### src/rtl/spi_slave_reg_ctrl.sv
// Byte-level register access controller sitting behind an SPI slave.
// First byte of a frame is {rd, addr[6:0]}; writes follow, reads return data on MISO.
module spi_slave_reg_ctrl #(
  parameter logic [7:0] STATUS_BYTE = 8'hA5,
  parameter int         AUTO_INC    = 1
) (
  input  logic       i_Clk,
  input  logic       i_Rst,
  input  logic       i_SPI_CS_n,
  input  logic       i_RX_DV,
  input  logic [7:0] i_RX_Byte,
  output logic       o_TX_DV,
  output logic [7:0] o_TX_Byte,
  output logic [6:0] o_Reg_Addr,
  output logic       o_Reg_Wr_En,
  output logic [7:0] o_Reg_Wr_Data,
  output logic       o_Reg_Rd_En,
  input  logic [7:0] i_Reg_Rd_Data,
  output logic       o_Busy,
  output logic       o_Overrun
);

  typedef enum logic [2:0] {
    S_IDLE, S_CMD, S_WR_DATA, S_RD_FETCH, S_RD_LOAD, S_RD_WAIT
  } t_State;

  t_State     r_State;
  t_State     w_NextState;
  logic       r_CsMeta, r_CsSync, r_CsPrev;
  logic       w_CsFall, w_CsRise;
  logic [6:0] r_Addr;
  logic [6:0] w_RdAddr;
  logic       w_WrStb, w_RdStb, w_TxLoad, w_AddrLoad, w_Inc, w_SetOvr, w_Start, w_GoIdle;
  logic       r_TxDv, r_WrEn, r_RdEn, r_Busy, r_Overrun, r_PendStatus;
  logic [7:0] r_TxByte, r_WrData;
  logic [6:0] r_RegAddr;

  // CS_n is a raw pad: two-flop synchroniser plus a third flop for edge detection.
  always_ff @(posedge i_Clk or posedge i_Rst) begin
    if (i_Rst) begin
      r_CsMeta <= 1'b1;
      r_CsSync <= 1'b1;
      r_CsPrev <= 1'b1;
    end else begin
      r_CsMeta <= i_SPI_CS_n;
      r_CsSync <= r_CsMeta;
      r_CsPrev <= r_CsSync;
    end
  end

  assign w_CsFall = r_CsPrev & ~r_CsSync;
  assign w_CsRise = ~r_CsPrev & r_CsSync;

  always_ff @(posedge i_Clk or posedge i_Rst) begin
    if (i_Rst) r_State <= S_IDLE;
    else       r_State <= w_NextState;
  end

  always_comb begin
    w_NextState = r_State;
    w_WrStb     = 1'b0;
    w_RdStb     = 1'b0;
    w_RdAddr    = r_Addr;
    w_TxLoad    = 1'b0;
    w_AddrLoad  = 1'b0;
    w_Inc       = 1'b0;
    w_SetOvr    = 1'b0;
    w_Start     = 1'b0;
    // A frame end pre-empts everything, so a byte racing the CS rise is dropped.
    if (r_State != S_IDLE && w_CsRise) begin
      w_NextState = S_IDLE;
    end else begin
      case (r_State)
        S_IDLE: if (w_CsFall) begin
          w_NextState = S_CMD;
          w_Start     = 1'b1;
        end
        S_CMD: if (i_RX_DV) begin
          w_AddrLoad = 1'b1;
          if (i_RX_Byte[7]) begin
            w_NextState = S_RD_FETCH;
            w_RdStb     = 1'b1;
            w_RdAddr    = i_RX_Byte[6:0];
          end else begin
            w_NextState = S_WR_DATA;
          end
        end
        S_WR_DATA: if (i_RX_DV) begin
          w_WrStb = 1'b1;
          w_Inc   = (AUTO_INC != 0);
        end
        S_RD_FETCH: begin
          w_NextState = S_RD_LOAD;
          w_SetOvr    = i_RX_DV;
        end
        S_RD_LOAD: begin
          w_NextState = S_RD_WAIT;
          w_TxLoad    = 1'b1;
          w_Inc       = (AUTO_INC != 0);
          w_SetOvr    = i_RX_DV;
        end
        S_RD_WAIT: if (i_RX_DV) begin
          w_NextState = S_RD_FETCH;
          w_RdStb     = 1'b1;
        end
        default: w_NextState = S_IDLE;
      endcase
    end
  end

  assign w_GoIdle = (r_State != S_IDLE) && (w_NextState == S_IDLE);

  always_ff @(posedge i_Clk or posedge i_Rst) begin
    if (i_Rst) begin
      r_Addr       <= 7'd0;
      r_RegAddr    <= 7'd0;
      r_WrEn       <= 1'b0;
      r_WrData     <= 8'h00;
      r_RdEn       <= 1'b0;
      r_TxDv       <= 1'b0;
      r_TxByte     <= 8'h00;
      r_Busy       <= 1'b0;
      r_Overrun    <= 1'b0;
      r_PendStatus <= 1'b1;
    end else begin
      r_WrEn <= w_WrStb;
      r_RdEn <= w_RdStb;
      r_TxDv <= 1'b0;
      if (w_AddrLoad)  r_Addr <= i_RX_Byte[6:0];
      else if (w_Inc)  r_Addr <= r_Addr + 7'd1;
      if (w_WrStb) begin
        r_RegAddr <= r_Addr;
        r_WrData  <= i_RX_Byte;
      end else if (w_RdStb) begin
        r_RegAddr <= w_RdAddr;
      end
      if (w_Start)       r_Overrun <= 1'b0;
      else if (w_SetOvr) r_Overrun <= 1'b1;
      if (w_Start)       r_Busy <= 1'b1;
      else if (w_GoIdle) r_Busy <= 1'b0;
      // Status preload fires on the first IDLE cycle after reset or a frame end.
      if (w_GoIdle) begin
        r_PendStatus <= 1'b1;
      end else if (r_PendStatus) begin
        r_PendStatus <= 1'b0;
        r_TxDv       <= 1'b1;
        r_TxByte     <= STATUS_BYTE;
      end else if (w_TxLoad) begin
        r_TxDv   <= 1'b1;
        r_TxByte <= i_Reg_Rd_Data;
      end
    end
  end

  assign o_TX_DV       = r_TxDv;
  assign o_TX_Byte     = r_TxByte;
  assign o_Reg_Addr    = r_RegAddr;
  assign o_Reg_Wr_En   = r_WrEn;
  assign o_Reg_Wr_Data = r_WrData;
  assign o_Reg_Rd_En   = r_RdEn;
  assign o_Busy        = r_Busy;
  assign o_Overrun     = r_Overrun;

endmodule

### config.mk
export PLATFORM = sky130hd
export DESIGN_NAME = spi_slave_reg_ctrl
export DESIGN_NICKNAME = d
export VERILOG_FILES = /design/src/rtl/spi_slave_reg_ctrl.sv
export SDC_FILE = /design/constraint.sdc
export NUM_CORES = 1
export LEC_CHECK = 0
export ABC_AREA = 0
export CAP_MARGIN = 40
export CELL_PAD_IN_SITES_DETAIL_PLACEMENT = 0
export CELL_PAD_IN_SITES_GLOBAL_PLACEMENT = 2
export CORE_MARGIN = 1.5
export CORE_UTILIZATION = 32
export CTS_CLUSTER_DIAMETER = 50
export CTS_CLUSTER_SIZE = 14
export DETAILED_ROUTE_END_ITERATION = 7
export PLACE_DENSITY_LB_ADDON = 0.15
export SYNTH_ARGS = -nofsm -noshare
export SYNTH_HDL_FRONTEND = slang
export SYNTH_SLANG_ARGS = --single-unit
### constraint.sdc
create_clock -name i_Clk -period 2.3 [get_ports i_Clk]
set_input_delay 0.575 -clock i_Clk [delete_from_list [all_inputs] [get_ports i_Clk]]
set_output_delay 0.575 -clock i_Clk [all_outputs]
set_load 0.01 [all_outputs]
Word-level counts from Yosys, hierarchy flattened
Index checks and enable logic that the tools add are counted.
{ "classes": {"n_addsub": 1, "eq_ne": 5, "n_mux": 42, "bitwise": 5, "reduce_logical": 12} }
{ "op_table": {"columns": ["operator", "n"], "rows": [
  ["7-bit two-way mux", 8],
  ["1-bit two-way mux", 25],
  ["3-bit one-hot mux with 6 select lines", 1],
  ["8-bit two-way mux", 2],
  ["3-bit two-way mux", 4],
  ["2-bit nonzero test", 5],
  ["7-bit by 1-bit adder with 7-bit output, second input constant", 1],
  ["3-bit by 2-bit equality test with 1-bit output, second input constant", 2],
  ["3-bit equality test, second input constant", 2],
  ["3-bit logical NOT", 2],
  ["1-bit one-hot mux with 2 select lines", 2],
  ["3-bit by 1-bit equality test with 1-bit output, second input constant", 1],
  ["1-bit inverter", 3],
  ["3-bit nonzero test", 1],
  ["1-bit bitwise AND", 2],
  ["1-bit logical AND", 2],
  ["2-bit AND reduction", 1],
  ["2-bit OR reduction", 1]
]} }
{ "totals": {"register_bits": 42, "input_bits": 20, "output_inout_bits": 28, "word_cells": 79} }

Depth between registers and ports, before layout
{ "logic_depth": {"depth_word": 9, "mapped_depth": 6, "depth_no_buf": 5} }

Worst setup path before layout
OpenSTA, ideal clock, no wires.
{ "synth_timing": {"path_type": "flip-flop to flip-flop", "start": "register r_CsPrev", "end": "register r_RegAddr[0], in the netlist o_Reg_Addr[0]", "setup_ps": 125, "t_arrival_ps": 1649, "required_time_ps": 2175, "path_slack_ps": 526, "path_stages_with_launch": 7, "n_path_buf": 2, "period_less_slack_ps": 1774, "path_cell_list": "dfstp_2 nand2b_4 buf_6 and4_4 buf_6 mux2_4 mux2_2"} }
{ "synth_between": {"elab_chain_cells": 6, "elab_cells_between_ends": 9, "classes_between": "mux: 5; bitwise: 2; reduce/logical: 2"} }
{ "synth_rtl": {"columns": ["item", "line", "text"], "rows": [
  ["start: declaration", "29", "logic r_CsMeta, r_CsSync, r_CsPrev;"],
  ["start signal: assignment", "47", "r_CsPrev <= r_CsSync;"],
  ["1-bit inverter *", "52", "assign w_CsRise = ~r_CsPrev & r_CsSync;"],
  ["1-bit bitwise AND *", "52", null],
  ["1-bit logical AND *", "70", "if (r_State != S_IDLE && w_CsRise) begin"],
  ["7-bit two-way mux", "70", null],
  ["7-bit two-way mux", "134", "end else if (w_RdStb) begin"],
  ["7-bit two-way mux", "131", "if (w_WrStb) begin"],
  ["end signal: assignment", "132", "r_RegAddr <= r_Addr;"],
  ["end signal: assignment", "135", "r_RegAddr <= w_RdAddr;"],
  ["end: declaration", "36", "logic [6:0] r_RegAddr;"]
]} }
Mark *: on every way between the ends. The rest lies on a longest branch, timed or not. The select of a mux whose other input is x is not followed.
A chain may end at the register's enable or synchronous reset.

Final worst setup path
{ "layout_timing": {"start": "input port i_RX_DV", "end": "register r_RegAddr[6], in the netlist o_Reg_Addr[6]"} }
{ "layout_between": {"elab_chain_cells": 5, "elab_cells_between_ends": 12, "classes_between": "mux: 11; reduce/logical: 1"} }
{ "layout_rtl": {"columns": ["item", "line", "text"], "rows": [
  ["start: declaration", "10", "input logic i_RX_DV,"],
  ["7-bit two-way mux", "78", "S_CMD: if (i_RX_DV) begin"],
  ["7-bit two-way mux", "73", "case (r_State)"],
  ["7-bit two-way mux", "70", null],
  ["7-bit two-way mux", "134", null],
  ["7-bit two-way mux", "131", null]
]} }
Several ways; a longest one is shown, not always the timed one. The select of a mux whose other input is x is not followed.

==> run metrics <==
status finished, final reports clean; Peak Freq 0.498 GHz; P per Cell Area 1210 mW/mm^2; # clock sinks 42; worst hold-check path type flop to flop; nets 256; Synth Area in Compound Gates 0.109; worst skew pair latency 0.29 ns; total wire length 4690 um; grt ovf 0; largest fanout on the critical path 7; Min Hold Slack 0.359 ns; critical path endpoint category flop; fin util 0.433; Post-CTS Resized 0; IO Port Bufs 47; chip width 84.5 um; # H-tree levels 2; Residual DRC 0; relative slew slack 0.631; CTS Buffer Depth 2; largest family of logic cells by synthesized area simple AND/OR/NAND/NOR gates; global-route wire length before repair 7980 um; Final Critical Period 2.01 ns; simple-gate share of the synthesized area 0.170; GR peak layer met2; routed vias/inst 4.98; synthesized area per cell 11.5 um^2; Post-CTS Setup Inserts 0; synth warn 0; Area Growth Syn to Fin 30.3%; met1 usage 0.177; synthesized area 0.00212 mm^2; Max Cap Viol 0; CTS tree done; via count 1,559; Synth Area in Adders 0.00589; io pins 48; Die H 84.5 um; critical path class primary input to flop; ratio of cells with drive above 1 in the final layout 0.216; post-synthesis mux area share 0.169; number of synthesized flops with an enable pin 0; xor/xnor share of the synthesized area 0; largest net degree at the start of global routing 43; Final Setup Violations 0; maximum VDD drop 0.000470 V; commonest non-fill, non-tap cell in the layout clkdlybuf4s50_1; Tcrit/Tclk final 0.873; gr usage total 0.140; DIE AREA 0.00714 mm^2; routed len/inst 15.0 um; post-synth cell types 45; GP Congestion 0.821; register area share after synthesis 0.497; Core Box Area 0.00639 mm^2; RSZ-0062 raised after global routing false; Cells after Synth 185; Post-Syn Nets 206; met2 Usage GRT 0.235; Initial DRT Pass Iterations 4; clock slew at reported path FFs 0.08 ns; count of final hold-check violations 0; Leak 0.00116 uW; ANT cells 0; Fillers 636; critical path data required time 2.48 ns; Synth async-reset ratio 1.00; antenna violations before repair 0; Routed Antenna Nets 0; overall power 3340 uW; dominant register cell in the synthesized netlist dfrtp_1; hold_buf cts 0; Clock Skews 0.00643 ns; CTS root buf clkbuf_8; Initial Util 0.333; vias in the first global route 1,588; 1st-iter DRT viols 63; Num CTS Buffers 5; synthesis-stage register bit count 42; met3 Usage GRT 0.0344; most frequent cells in the layout 47 x clkdlybuf4s50_1, 38 x dfrtp_1, 16 x mux2_2; DP Wirelength 3280 um; Rows 29; Final Max Tran Viols 0; crit start category primary input; Least-Margin Pin Slew 0.553 ns; arrival time worst endpoint 2.18 ns
-- flip-flops by register name, indices dropped and copies added (netlist names) --
signal         count
o_Busy             1
o_Overrun          1
o_Reg_Addr         7
o_Reg_Rd_En        1
o_Reg_Wr_Data      8
o_Reg_Wr_En        1
o_TX_Byte          8
o_TX_DV            1
r_Addr             7
r_CsMeta           1
r_CsPrev           1
r_CsSync           1
r_PendStatus       1
r_State            3
-- synthesized netlist by cell type (4+ instances only) --
cell type / count / share of area
a31o_1: 4 / 0.016
nor3_1: 4 / 0.0094
nor4b_1: 4 / 0.016
mux2_4: 7 / 0.049
buf_2: 5 / 0.012
a21oi_1: 12 / 0.028
nor2_1: 12 / 0.021
inv_1: 7 / 0.012
mux2_2: 16 / 0.085
nand2_1: 12 / 0.021
nor4_1: 4 / 0.012
dfstp_2: 4 / 0.049
nand3_1: 4 / 0.0094
o21ai_0: 4 / 0.0094
dfrtp_1: 38 / 0.45
mux2i_1: 4 / 0.019
-- per-layer routing --
metal / share of wire / routed length (um) / up-vias
met3: 0.036 / 170 / 10
met4: 0.017 / 82 / 0
li1: - / - / 766
met1: 0.44 / 2090 / 751
met2: 0.50 / 2350 / 32
met5: 0 / 0 / -
-- per-stage QoR --
step | area (um^2) | TNS [ns] | cells | worst slack [ns]
6_report | 2770 | 0 | 313 | 0.292
3_5_place_dp | 2670 | -0.130 | 305 | -0.0277
3_3_place_gp | 2670 | -0.00456 | 305 | -0.00213
4_1_cts | 2770 | 0 | 313 | 0.294
5_1_grt | 2770 | 0 | 313 | 0.233
2_1_floorplan | 2120 | 0 | 185 | 0.526
-- critical path, cell delays in order --
cell and delay [ns]:
clkdlybuf4s50_1 0.48, and2b_1 0.20, and4_4 0.36, mux2_4 0.31, mux2_2 0.26
-- cell families (layout without fill, tap and decap cells) --
| group | Yosys count | count (layout) |
|---|---|---|
| adder cells (fa/ha/maj) | 1 | 1 |
| buffers and inverters | 19 | 70 |
| AO/OA/AOI/OAI | 34 | 34 |
| multiplexers | 29 | 29 |
| AND/OR/NAND/NOR | 60 | 60 |
| flip-flops | 42 | 42 |
-- final cells by class --
type / count / area [um^2] / area share
inverters: 7 / 26.3 / 0.00949
repair buffers: 55 / 531 / 0.192
flip-flops and latches: 42 / 1060 / 0.382
multi-input cells: 124 / 963 / 0.348
clock inverters: 2 / 12.5 / 0.00452
well taps: 77 / 96.3 / 0.0348
clock buffers: 6 / 82.6 / 0.0298
-- power by group --
| part | switching, uW | total, uW | internal [uW] |
|---|---|---|---|
| Sequential | 227 | 1260 | 1040 |
| Combinational | 679 | 1580 | 901 |
| Clock | 254 | 496 | 241 |
| Total | 1160 | 3340 | 2180 |
-- final timing paths --
kind | start | to | slack (ns) | cells past startpoint
min in group asynchronous | i_Rst | o_Reg_Wr_Data[2] | 0.71 | 3
setup reg to reg | r_State[0] | o_Reg_Addr[6] | 0.38 | 4
setup / recovery | i_RX_DV | o_Reg_Addr[6] | 0.29 | 5
hold / removal | r_CsMeta | r_CsSync | 0.36 | 0
hold reg to reg | r_CsMeta | r_CsSync | 0.36 | 0
max in group asynchronous | i_Rst | r_CsSync | 1.20 | 3
(Power assumes the default switching activity.)
